File: src/rtl/hmcs_disp_pkg.sv
// hmcs_disp_pkg: shared display types and helpers for the VFD capture path
package hmcs_disp_pkg;
  localparam int NGRID = 16;
  localparam int NSEG = 16;
  typedef logic [NGRID-1:0] grid_t;
  typedef logic [NSEG-1:0] seg_t;
  typedef logic [3:0] pers_t;
  function automatic logic [3:0] lowest_set(grid_t g);
    logic [3:0] r;
    r = '0;
    for (int i = NGRID - 1; i >= 0; i--) if (g[i]) r = 4'(i);
    return r;
  endfunction
endpackage

File: src/rtl/hmcs_persist_row.sv
// hmcs_persist_row: one grid row of the frame with phosphor-style persistence
module hmcs_persist_row
  import hmcs_disp_pkg::*;
#(
  parameter logic [3:0] PERSIST = 4'd7
) (
  input  logic        clk,
  input  logic        reset,
  input  logic        load,
  input  logic        decay,
  input  logic [15:0] load_data,
  output logic [15:0] data,
  output logic        lit
);
  seg_t frame_q, frame_d;
  pers_t pers_q, pers_d;
  // a capture overrides a simultaneous decay; decaying to zero blanks the row
  always_comb begin
    pers_d = load ? PERSIST : (decay && pers_q != '0) ? pers_q - 4'd1 : pers_q;
    frame_d = load ? load_data : (pers_d == '0) ? '0 : frame_q;
  end
  // row state register
  always_ff @(posedge clk) begin
    if (reset) begin
      frame_q <= '0;
      pers_q <= '0;
    end else begin
      frame_q <= frame_d;
      pers_q <= pers_d;
    end
  end
  assign data = frame_q;
  assign lit = pers_q != '0;
endmodule

File: src/rtl/hmcs_vfd_capture.sv
// hmcs_vfd_capture: settles multiplexed grid/segment drive into a persistent 16x16 frame
module hmcs_vfd_capture
  import hmcs_disp_pkg::*;
#(
  parameter int SETTLE = 4,
  parameter int PERSIST = 7,
  parameter int DECAY_DIV = 1024
) (
  input  logic        clk,
  input  logic        reset,
  input  logic        ce,
  input  logic [15:0] i_grid,
  input  logic [15:0] i_seg,
  input  logic [3:0]  rd_addr,
  output logic [15:0] rd_data,
  output logic        rd_lit,
  output logic        o_scan_done
);
  localparam int DW = $clog2(DECAY_DIV);
  localparam logic [DW-1:0] DMAX = DW'(DECAY_DIV - 1);
  logic [31:0] smp_q, smp_d;
  logic [3:0] stable_cnt_q, stable_cnt_d, last_lo_q, last_lo_d, lo;
  logic [DW-1:0] div_cnt_q, div_cnt_d;
  logic cap_done_q, cap_done_d, scan_pend_q, scan_pend_d, scan_q, scan_d;
  logic [15:0] rd_data_q, rd_data_d;
  logic rd_lit_q, rd_lit_d;
  logic same, capture, wrap;
  seg_t row_data [NGRID];
  logic [NGRID-1:0] row_lit;
  assign same = {i_grid, i_seg} == smp_q;
  assign capture = ce && same && (stable_cnt_q + 4'd1 == 4'(SETTLE)) && !cap_done_q && i_grid != '0;
  assign wrap = ce && div_cnt_q == DMAX;
  assign lo = lowest_set(i_grid);
  // sampler, settle counter, decay divider, scan-wrap detect and read mux
  always_comb begin
    smp_d = ce ? {i_grid, i_seg} : smp_q;
    stable_cnt_d = !ce ? stable_cnt_q : !same ? 4'd0 : (stable_cnt_q == 4'hf) ? 4'hf : stable_cnt_q + 4'd1;
    cap_done_d = capture || (cap_done_q && !(ce && !same));
    div_cnt_d = !ce ? div_cnt_q : wrap ? '0 : div_cnt_q + DW'(1);
    last_lo_d = capture ? lo : last_lo_q;
    scan_pend_d = capture && lo <= last_lo_q;
    scan_d = scan_pend_q;
    rd_data_d = row_data[rd_addr];
    rd_lit_d = row_lit[rd_addr];
  end
  // control and read-port registers
  always_ff @(posedge clk) begin
    if (reset) begin
      smp_q <= '0;
      stable_cnt_q <= '0;
      cap_done_q <= 1'b0;
      div_cnt_q <= '0;
      last_lo_q <= 4'hf;
      scan_pend_q <= 1'b0;
      scan_q <= 1'b0;
      rd_data_q <= '0;
      rd_lit_q <= 1'b0;
    end else begin
      smp_q <= smp_d;
      stable_cnt_q <= stable_cnt_d;
      cap_done_q <= cap_done_d;
      div_cnt_q <= div_cnt_d;
      last_lo_q <= last_lo_d;
      scan_pend_q <= scan_pend_d;
      scan_q <= scan_d;
      rd_data_q <= rd_data_d;
      rd_lit_q <= rd_lit_d;
    end
  end
  for (genvar g = 0; g < NGRID; g++) begin : g_row
    hmcs_persist_row #(.PERSIST(pers_t'(PERSIST))) u_row (
      .clk(clk),
      .reset(reset),
      .load(capture && i_grid[g]),
      .decay(wrap),
      .load_data(i_seg),
      .data(row_data[g]),
      .lit(row_lit[g])
    );
  end
  assign rd_data = rd_data_q;
  assign rd_lit = rd_lit_q;
  assign o_scan_done = scan_q;
endmodule

File: config.mk
export PLATFORM = sky130hd
export DESIGN_NAME = hmcs_vfd_capture
export DESIGN_NICKNAME = d
export VERILOG_FILES = /design/src/rtl/hmcs_disp_pkg.sv /design/src/rtl/hmcs_persist_row.sv /design/src/rtl/hmcs_vfd_capture.sv
export SDC_FILE = /design/constraint.sdc
export NUM_CORES = 1
export LEC_CHECK = 0
export BUFFER_PORTS_ARGS = -buffer_cell sky130_fd_sc_hd__buf_4
export CAP_MARGIN = 25
export CORE_AREA = 2 2 206 249
export DETAILED_ROUTE_END_ITERATION = 8
export DIE_AREA = 0 0 208 251
export SETUP_SLACK_MARGIN = 0.3
export SLEW_MARGIN = 20
export SYNTH_ARGS = -nofsm -noshare
export SYNTH_HDL_FRONTEND = slang
export SYNTH_HIERARCHICAL = 1
export SYNTH_SLANG_ARGS = --single-unit
File: constraint.sdc
create_clock -name clk -period 4 [get_ports clk]
set_input_delay 0.4 -clock clk [delete_from_list [all_inputs] [get_ports clk]]
set_output_delay 0.4 -clock clk [all_outputs]
set_load 0.05 [all_outputs]
After elaboration in Yosys (flattened, before gate mapping):

Cells that the tools add are included.
W data, S select, Z words.

* add/subtract/negate cells: 18
* magnitude comparators: 3
* equality and inequality tests: 4
* muxes and demuxes: 88
* bitwise logic cells: 1
* reduce and logical (&&, ||, !) cells: 93

Operator list (count)
* $mux W16: 34
* $mux W4: 50
* $bmux W16 S4: 1
* $logic_not A4 Y1: 16
* $reduce_bool A4 Y1: 16
* $sub A4 B1 Y4 const B: 16
* $logic_and A1 B1 Y1: 40
* $eq A32 B32 Y1: 1
* $reduce_bool A2 Y1: 16
* $reduce_bool A16 Y1: 1
* $add A10 B1 Y10 const B: 1
* $eq A10 B10 Y1 const B: 1
* $mux W10: 1
* $ge A5 B5 Y1 const B: 1
* $lt A4 B5 Y1 const B: 1
* $not A4 Y5: 1
* $add A4 B1 Y4 const B: 1
* $bmux W1 S4: 1
* $eq A4 B3 Y1 const B: 1
* $eq A4 B4 Y1 const B: 1
* $le A4 B4 Y1: 1
* $logic_not A1 Y1: 3
* $logic_or A1 B1 Y1: 1
* $mux W1: 1

* register bits after elaboration: 390
* output and inout bits: 18
* logic and storage cells: 248

Logic depth before layout (Yosys ltp):

Gate-level depths: netlist of run 1.

* word-level depth: 18
* mapped depth: 11
* gate-level depth less buffers: 10

Cells and area by module:

Netlist of run 1, hierarchy kept.

By module, submodules not included
* hmcs_persist_row: instances 16, cells each 82, area each 839.6 sq um
* hmcs_vfd_capture: instances 1, cells each 453, area each 5268.8 sq um

Worst setup path after synthesis of run 1:

OpenSTA, ideal clock, no wires.

* path type: in2reg
* start point: input ce
* end point: register g_row[0].u_row.frame_q[10]
* arrival time: 3.693 ns
* required time: 3.885 ns
* setup slack: 0.192 ns
* stages on the path: 8
* path buffers: 2
* cells stage by stage: clkbuf_1 and3_1 nand4_1 inv_1 a21oi_1 o31ai_4 buf_6 nor2_1

RTL lines
* start, declared: RTL line hmcs_vfd_capture.sv:11 `input logic ce,`
* $logic_and A1 B1 Y1: RTL line hmcs_vfd_capture.sv:32 `assign wrap = ce && div_cnt_q == DMAX;`
* net wrap: RTL line hmcs_vfd_capture.sv:27 `logic same, capture, wrap;`
* $logic_and A1 B1 Y1: RTL line hmcs_persist_row.sv:19 `pers_d = load ? PERSIST : (decay && pers_q != '0) ? pers_q - 4'd1 : pers_q;`
* $mux W4 (2 in series): RTL line hmcs_persist_row.sv:19
* $logic_not A4 Y1: RTL line hmcs_persist_row.sv:20 `frame_d = load ? load_data : (pers_d == '0) ? '0 : frame_q;`
* $reduce_bool A2 Y1 (no line)
* end signal, assigned: RTL line hmcs_persist_row.sv:28 `frame_q <= frame_d;`
* end, declared: RTL line hmcs_persist_row.sv:15 `seg_t frame_q, frame_d;`

The timed path passes the listed nets, and every way through them passes these cells.
A chain may end at the register's enable or synchronous reset.

Final worst setup path of run 1:

* start point: register smp_q[22]
* end point: register g_row[15].u_row.frame_q[4]

* longest elaborated chain between the ends: 9

RTL lines
* start, declared: RTL line hmcs_vfd_capture.sv:21 `logic [31:0] smp_q, smp_d;`
* start signal, assigned: RTL line hmcs_vfd_capture.sv:59 `smp_q <= smp_d;`
* $eq A32 B32 Y1 (*): RTL line hmcs_vfd_capture.sv:30 `assign same = {i_grid, i_seg} == smp_q;`
* $logic_and A1 B1 Y1 (*) (4 in series): RTL line hmcs_vfd_capture.sv:31 `assign capture = ce && same && (stable_cnt_q + 4'd1 == 4'(SETTLE)) && !cap_done_q && i_grid != '0;`
* $logic_and A1 B1 Y1 (*): RTL line hmcs_vfd_capture.sv:74 `.load(capture && i_grid[g]),`
* $mux W4: RTL line hmcs_persist_row.sv:19
* $logic_not A4 Y1: RTL line hmcs_persist_row.sv:20
* $reduce_bool A2 Y1 (no line)
* end signal, assigned: RTL line hmcs_persist_row.sv:28
* end, declared: RTL line hmcs_persist_row.sv:15

Every way passes the cells marked *; elsewhere a longest branch is shown, timed or not.

==> metrics.md, run 1 <==
| Metric | Value |
|---|---|
| Status | `completed` |
| CTS tree | `built` |
| Maximum operating frequency | `between 0.3 and 0.4 GHz` |
| Ys Warns | `6` |
| Hold_buf cts | `0` |
| Layout cells sized above 1 | `19.4%` |
| Hold Fails Final Rpt | `0` |
| Pwr Density | `approximately 400 nW/µm²` |
| PortBufs | `56` |
| Synth Net Count | `roughly 1800` |
| Post-Synth XOR/XNOR Area | `3.47%` |
| Synth top area cells | `dfxtp_1 (42%), mux2i_1 (16%), mux4_2 (10%), nor2_1 (7.2%), xor2_1 (2.6%)` |
| DR WL/cell | `19.9 µm` |
| Final wirelength | `49.8 mm` |
| DIE WIDTH | `208 µm` |
| Peak VDD IR | `~250 µV` |
| Clock buffer count from CTS | `41` |
| Worst setup EP type | `flop` |
| Arr. time, crit path | `3670 ps` |
| Clock Skew | `about 25 ps` |
| Total core area | `about 50000 µm²` |
| Total gr overflow | `0` |
| Top_reg_cell synth | `dfxtp_1` |
| Post-Synthesis Cells | `1765` |
| Post-synth top area share | `41.7%` |
| Antenna-violating nets left | `0` |
| Gpl congestion | `0.810` |
| Setup violators final | `0` |
| Drt drc | `0` |
| Post-synth EDFFs | `0` |
| Via count | `13100` |
| Simple-Gate Fraction of Synth Area | `between 10% and 20%` |
| Post-route minimum period | `3250 ps` |
| Full die area | `between 50000 and 60000 µm²` |
| Initial Util | `37.6%` |
| Post-Synthesis Cell Area | `18700 µm²` |
| Sequential-to-total area share from yosys stat | `41.7%` |
| DRT iter0 DRCs | `708` |
| Clock transition at the registers of the reported paths | `60 ps` |
| Ant diodes | `0` |
| Drt first pass iters | `5` |
| Clock Latency Late Sink | `550 ps` |
| Pwr Total | `8470 µW` |
| Core Rows | `90` |
| Setup Buffers After CTS | `0` |
| Adder-cell area share of the yosys netlist | `1.54%` |
| Post-synth top area cell | `dfxtp_1` |
| Largest net degree at the start of global routing | `53` |
| Number of global-route vias before repair | `13300` |
| Max cap viols | `0` |
| Post-CTS Resized | `0` |
| RSZ-0062 raised after global routing | `false` |
| Final Cycle Share | `slightly above 80%` |
| CP startpoint kind | `flop` |
| WS Path Type | `flop to flop` |
| # H-tree levels | `2` |
| Worst Path Max Fanout | `19` |
| Most frequent cells in the layout | `dfxtp_1 (390), nor2_1 (359), mux2i_1 (292)` |
| Slew at the pin with the worst max-slew slack | `1020 ps` |
| Commonest non-fill, non-tap cell in the layout | `dfxtp_1` |
| Via-per-instance ratio | `5.23` |
| CTS Root Cell | `clkbuf_16` |
| Worst Hold Class | `input pin to flop` |
| Yosys cell types | `48` |
| First-pass GRT wire length | `about 77 mm` |
| Syn Area/Cell | `approximately 11 µm²` |
| DPL Wire Length | `33.2 mm` |
| Mux contribution to synthesized area | `25.9%` |
| Die height | `251 µm` |
| Antenna violations before repair | `3` |
| # IOs | `57` |
| Yosys reg bits | `390` |
| Maximum buffer depth of the clock tree | `3` |
| Synth Area in Compound Gates | `between 7 and 8%` |
| Slew Viols, Final | `0` |
| Aggregate global-route resource usage | `19.0%` |
| LEAKAGE | `0.00715 µW` |
| Worst EP required | `4420 ps` |
| Max-Slew Margin vs Limit | `32.1%` |
| Layout Area Growth over Synthesis | `14.4%` |
| Largest family of logic cells by synthesized area | `multiplexers` |
| Post-synth ARST share | `0%` |
| Fin Setup TNS | `0 ps` |
| Clock sink total | `around 400` |
| Nets | `1896` |
flip-flops by register name, indices dropped and copies added (netlist names), 4 cells and up:
| signal | flops |
|---|---|
| div_cnt_q | 10 |
| g_row.u_row/data | 256 |
| rd_data | 16 |
| last_lo_q | 4 |
| smp_q | 32 |
| g_row.u_row/pers_q | 64 |
| stable_cnt_q | 4 |
metrics by stage:
| stage | cells | cell area, µm² | utilization, % | hold slack (ps) | setup WS, ps |
|---|---|---|---|---|---|
| floorplan | 1765 | 18700 | - | 414 | 460 |
| global placement | 2435 | 19900 | 40.0 | 432 | 538 |
| detailed placement | 2435 | 19900 | 40.0 | 438 | 459 |
| CTS | 2507 | 21400 | 43.0 | 118 | 716 |
| global route | 2507 | 21400 | 43.0 | 142 | 475 |
| finish | 2507 | 21400 | 43.0 | 137 | 749 |
path summary, 6_finish.rpt:
check | cells past startpoint | slack [ps] | to | start
setup / recovery | 8 | 750 | g_row[15].u_row/data[4]$_SDFFE_PP0P_ | smp_q[22]$_SDFFE_PP0P_
hold / removal | 3 | 140 | smp_q[22]$_SDFFE_PP0P_ | i_grid[6]
setup reg to reg | 8 | 750 | g_row[15].u_row/data[4]$_SDFFE_PP0P_ | smp_q[22]$_SDFFE_PP0P_
hold reg to reg | 1 | 450 | o_scan_done$_SDFF_PP0_ | scan_d$_SDFF_PP0_
synthesized netlist by cell type (18+ instances only):
cell type	count
buf_2	22
inv_1	73
nor3_1	36
xor2_1	56
and2_1	30
mux2i_1	292
buf_6	18
o21a_1	18
ha_1	23
a21oi_1	37
dfxtp_1	390
clkbuf_1	19
buf_1	20
nor3b_1	19
nand2_1	42
xnor2_1	18
mux4_2	85
nor2_1	359
final cells by class:
type	instances	area, µm²
fill	4727	28400
multi-input combinational	1219	10100
sequential	390	7810
clock buffer	53	1130
timing repair buffer	108	898
tap	644	806
clock inverter	19	348
inverter	74	282
power by group:
| part | leakage [µW] | internal [µW] | switching [µW] |
|---|---|---|---|
| clock network | 0.000728 | 2640 | 1580 |
| logic | 0.00327 | 121 | 218 |
| registers | 0.00315 | 3900 | 13.8 |
| total | 0.00715 | 6660 | 1810 |
worst max-delay path, stage by stage (launching register included):
cell and delay (ps):
dfxtp_1 320, xor2_1 170, nor4_1 440, nand4_1 270, nor3_4 830, and2_1 510, buf_4 280, mux2i_1 240
nor2_1 50
layer usage:
metal | routed length (µm) | up-vias | global-route usage (%)
li1 | - | 6348 | -
met1 | 21300 | 6430 | 23.4
met2 | 24400 | 247 | 33.0
met3 | 2120 | 82 | 3.10
met4 | 1970 | 2 | 7.80
met5 | 16 | - | 0
cell families after synthesis:
group,count (synthesis)
AO/OA/AOI/OAI,135
XOR/XNOR,74
adder cells (fa/ha/maj),23
buffers and inverters,156
flip-flops,390
multiplexers,378
AND/OR/NAND/NOR,609
Note: power is estimated with default switching activity, not from simulation.
==> inputs of run 2 (changes only) <==
--- a/config.mk
+++ b/config.mk
@@ -5,11 +5,12 @@
 export SDC_FILE = /design/constraint.sdc
 export NUM_CORES = 1
 export LEC_CHECK = 0
+export ABC_AREA = 1
 export BUFFER_PORTS_ARGS = -buffer_cell sky130_fd_sc_hd__buf_4
 export CAP_MARGIN = 25
-export CORE_AREA = 2 2 206 249
+export CORE_AREA = 2 2 218 262
 export DETAILED_ROUTE_END_ITERATION = 8
-export DIE_AREA = 0 0 208 251
+export DIE_AREA = 0 0 220 264
 export SETUP_SLACK_MARGIN = 0.3
 export SLEW_MARGIN = 20
 export SYNTH_ARGS = -nofsm -noshare
==> constraint.sdc (replaced) <==
create_clock -name clk -period 2.9 [get_ports clk]
set_input_delay 0.29 -clock clk [delete_from_list [all_inputs] [get_ports clk]]
set_output_delay 0.29 -clock clk [all_outputs]
set_load 0.05 [all_outputs]
==> run 2 against run 1 <==
Net effect: cell area increased by 19%; clock power up 31%; highest routed layer unchanged; synthesized area grew 12%; hold slack lost 120 ps; global-route usage rose by 4.5 points; wire length up 43%; via count increased by 47%; first-iteration DRC count grew to 3.0 times the previous value; core utilization rose by 2.8 points; synthesized cell count up 47%; count of clock-buffer cells in the layout is 12 higher; clock skew down 10 ps.
==> metrics.md, run 2 <==
| Metric | Value |
|---|---|
| Synth Net Count | `around 2700` |
| Full die area | `between 50000 and 60000 µm²` |
| Post-synth top area cell | `dfxtp_1` |
| Post-synth EDFFs | `0` |
| Max-Slew Margin vs Limit | `28.4%` |
| Non-filler cells, final | `3455` |
| Area after DPL | `22100 µm²` |
| Syn Area/Cell | `slightly above 8 µm²` |
| Post-synth ARST share | `0%` |
| Worst EP required | `3320 ps` |
| Die height | `264 µm` |
| Worst Path Buf+Inv | `6` |
| Largest net degree at the start of global routing | `approximately 160` |
| Clock sink total | `slightly below 400` |
| Layout cells sized above 1 | `33.9%` |
| Final wirelength | `71.3 mm` |
| Min Hold Slack | `19.5 ps` |
| First-pass GRT wire length | `107 mm` |
| DPL Wire Length | `44.3 mm` |
| Post-Synthesis Cells | `between 2000 and 3000` |
| Total gr overflow | `0` |
| Via count | `19300` |
| Worst Path Max Fanout | `8` |
| RSZ-0062 raised after global routing | `true` |
| Dpl ws | `-179 ps` |
| Yosys reg bits | `between 300 and 400` |
| DRT iter0 DRCs | `2090` |
| Finished Cell Area | `25500 µm²` |
| Sequential-to-total area share from yosys stat | `approximately 37%` |
| DIE WIDTH | `approximately 220 µm` |
| Hold Fails Final Rpt | `0` |
| Clock transition at the registers of the reported paths | `60 ps` |
| Commonest non-fill, non-tap cell in the layout | `nand2_1` |
| Initial Util | `37.6%` |
| Synth top area cells | `dfxtp_1 (37%), nand3_2 (10%), nand2_1 (7.3%), a21oi_2 (6.7%), nor2_1 (4.3%)` |
| Clock Latency Late Sink | `approximately 590 ps` |
| Layout Area Growth over Synthesis | `21.9%` |
| CP startpoint kind | `flop` |
| DR WL/cell | `20.6 µm` |
| Ys Warns | `6` |
| Post-synth top area share | `37.3%` |
| Total core area | `55600 µm²` |
| Maximum operating frequency | `around 0.38 GHz` |
| Drt drc | `0` |
| Post-Synthesis Cell Area | `between 20000 and 25000 µm²` |
| Most frequent cells in the layout | `nand2_1 (388), dfxtp_1 (387), nand3_2 (236)` |
| Max stage delay on crit path | `360 ps` |
| CTS Root Cell | `clkbuf_16` |
| Antenna violations before repair | `2` |
| Number of fill cells in the layout | `about 5300` |
| Core Rows | `95` |
| Status | `completed` |
| WS Path Type | `flop to flop` |
| Post-synth top cells | `nand2_1 (405), dfxtp_1 (390), nor2_1 (239)` |
| Slew at the pin with the worst max-slew slack | `1070 ps` |
| Arr. time, crit path | `around 3100 ps` |
| Yosys cell types | `43` |
| Peak VDD IR | `377 µV` |
| Antenna-violating nets left | `0` |
| CTS tree | `built` |
| Delay-heaviest family, CP | `simple AND/OR/NAND/NOR gates` |
| Post-route minimum period | `2660 ps` |
| Worst setup margin | `between 200 and 250 ps` |
| Nets | `2759` |
| Ant diodes | `0` |
| Worst Hold Class | `input pin to flop` |
| LEAKAGE | `0.00909 µW` |
| Aggregate global-route resource usage | `23.5%` |
| Slew Viols, Final | `0` |
| Gpl congestion | `slightly above 0.9` |
| Number of global-route vias before repair | `18500` |
| Max cap viols | `0` |
| Cell breakdown of the critical path | `ha_4 > nand2_4 > nor2_4 > nand4_1 > inv_2 > nand3_2 > nor2_2 > inv_2 > nor2_4 > buf_12 > buf_12 > buf_16 > nand2_2 > nand2_2 > nand3_2 > nor2_4 > nand3_4 > clkbuf_16 > nand3_2 > a21oi_2` |
| Max reg flops | `256` |
| # H-tree levels | `2` |
| PortBufs | `56` |
| Final Cycle Share | `91.8%` |
| Via-per-instance ratio | `5.59` |
| Cell at the slowest stage of the critical path | `dfxtp_2` |
| Setup violators final | `0` |
| Maximum buffer depth of the clock tree | `3` |
| # IOs | `57` |
| Drt first pass iters | `5` |
| Placed Instances | `3300` |
| Clock buffer count from CTS | `44` |
| Most frequent cell after synthesis | `nand2_1` |
| Worst setup EP type | `flop` |
| Final Util | `45.8%` |
| Pwr Density | `between 400 and 500 nW/µm²` |
| Clock Skew | `14.6 ps` |
| Top_reg_cell synth | `dfxtp_1` |
==> run 2: cell types whose count changed after synthesis, sizes merged, moves of 84 or more <==
| cell | change |
|---|---|
| a21oi | +286 |
| clkbuf | +84 |
| inv | +107 |
| mux2i | -292 |
| mux4 | -85 |
| nand2 | +396 |
| nand3 | +387 |
| nor2 | -86 |
| o21ai | +164 |
==> run 2: worst paths after layout <==
path                             start                             endpoint  slack (ps)  cells after the start
max          div_cnt_q[1]$_SDFFE_PP0P_  g_row[2].u_row/data[0]$_SDFFE_PP0P_         240                     20
min                          i_grid[9]               smp_q[25]$_SDFFE_PP0P_          20                      3
max reg2reg  div_cnt_q[1]$_SDFFE_PP0P_  g_row[2].u_row/data[0]$_SDFFE_PP0P_         240                     20
min reg2reg          scan_d$_SDFF_PP0_               o_scan_done$_SDFF_PP0_         430                      2
==> run 2: kinds of logic (layout without fill, tap and decap cells) <==
| kind of cell | after synthesis | after routing | synth area share, % |
|---|---|---|---|
| AND/OR/NAND/NOR | 1183 | 1192 | 32.7 |
| AO/OA/AOI/OAI | 609 | 609 | 18.9 |
| flip-flops | 390 | 390 | 37.3 |
| buffers and inverters | 363 | 490 | 8.72 |
| XOR/XNOR | 24 | 24 | 1.01 |
| adder cells (fa/ha/maj) | 23 | 23 | 1.38 |
==> run 2: report_power, final <==
part | internal, µW | switching [µW] | total (µW)
clock | 3170 | 2360 | 5530
combinational | 268 | 717 | 985
sequential | 5410 | 27.5 | 5440
total | 8840 | 3100 | 11900
==> run 2: metal layers <==
metal	GRT usage [%]	wire length [µm]	up-vias
li1	-	-	9066
met1	29.9	28800	9389
met2	38.8	34400	687
met3	4.17	5010	163
met4	10.1	3080	2
met5	0	13	-
==> run 2: area by class of cell <==
cell class	count	area, µm²	area share [%]
clock buffer	65	1290	5.07
inverter	182	688	2.70
clock inverter	12	101	0.398
multi-input combinational	1848	12400	48.5
timing repair buffer	231	2320	9.12
sequential	390	7810	30.7
tap	727	910	3.57
==> run 2: timing repair <==
action,CTS,global route
hold endpoints to repair,4,0
endpoints found under the setup margin,259,264
buffers inserted,41,14
gates resized for setup,80,135
cloned,12,9
pin swaps,34,48
hold buffers,1,0
==> run 2: through the flow <==
stage	setup TNS, ps	total power (µW)
2_1_floorplan	-199390	6050
3_3_place_gp	-19790	6500
3_5_place_dp	-7120	6500
4_1_cts	0	12000
5_1_grt	0	12300
6_report	0	11900
==> run 2: worst register-to-register path, delay by kind of cell (launching register included) <==
| kind | cells | cell delay [ps] |
|---|---|---|
| AOI/OAI and AO/OA | 1 | 50 |
| adders and majority gates | 1 | 150 |
| buffers and inverters | 6 | 810 |
| DFF | 1 | 360 |
| and+or+nand+nor | 12 | 1150 |
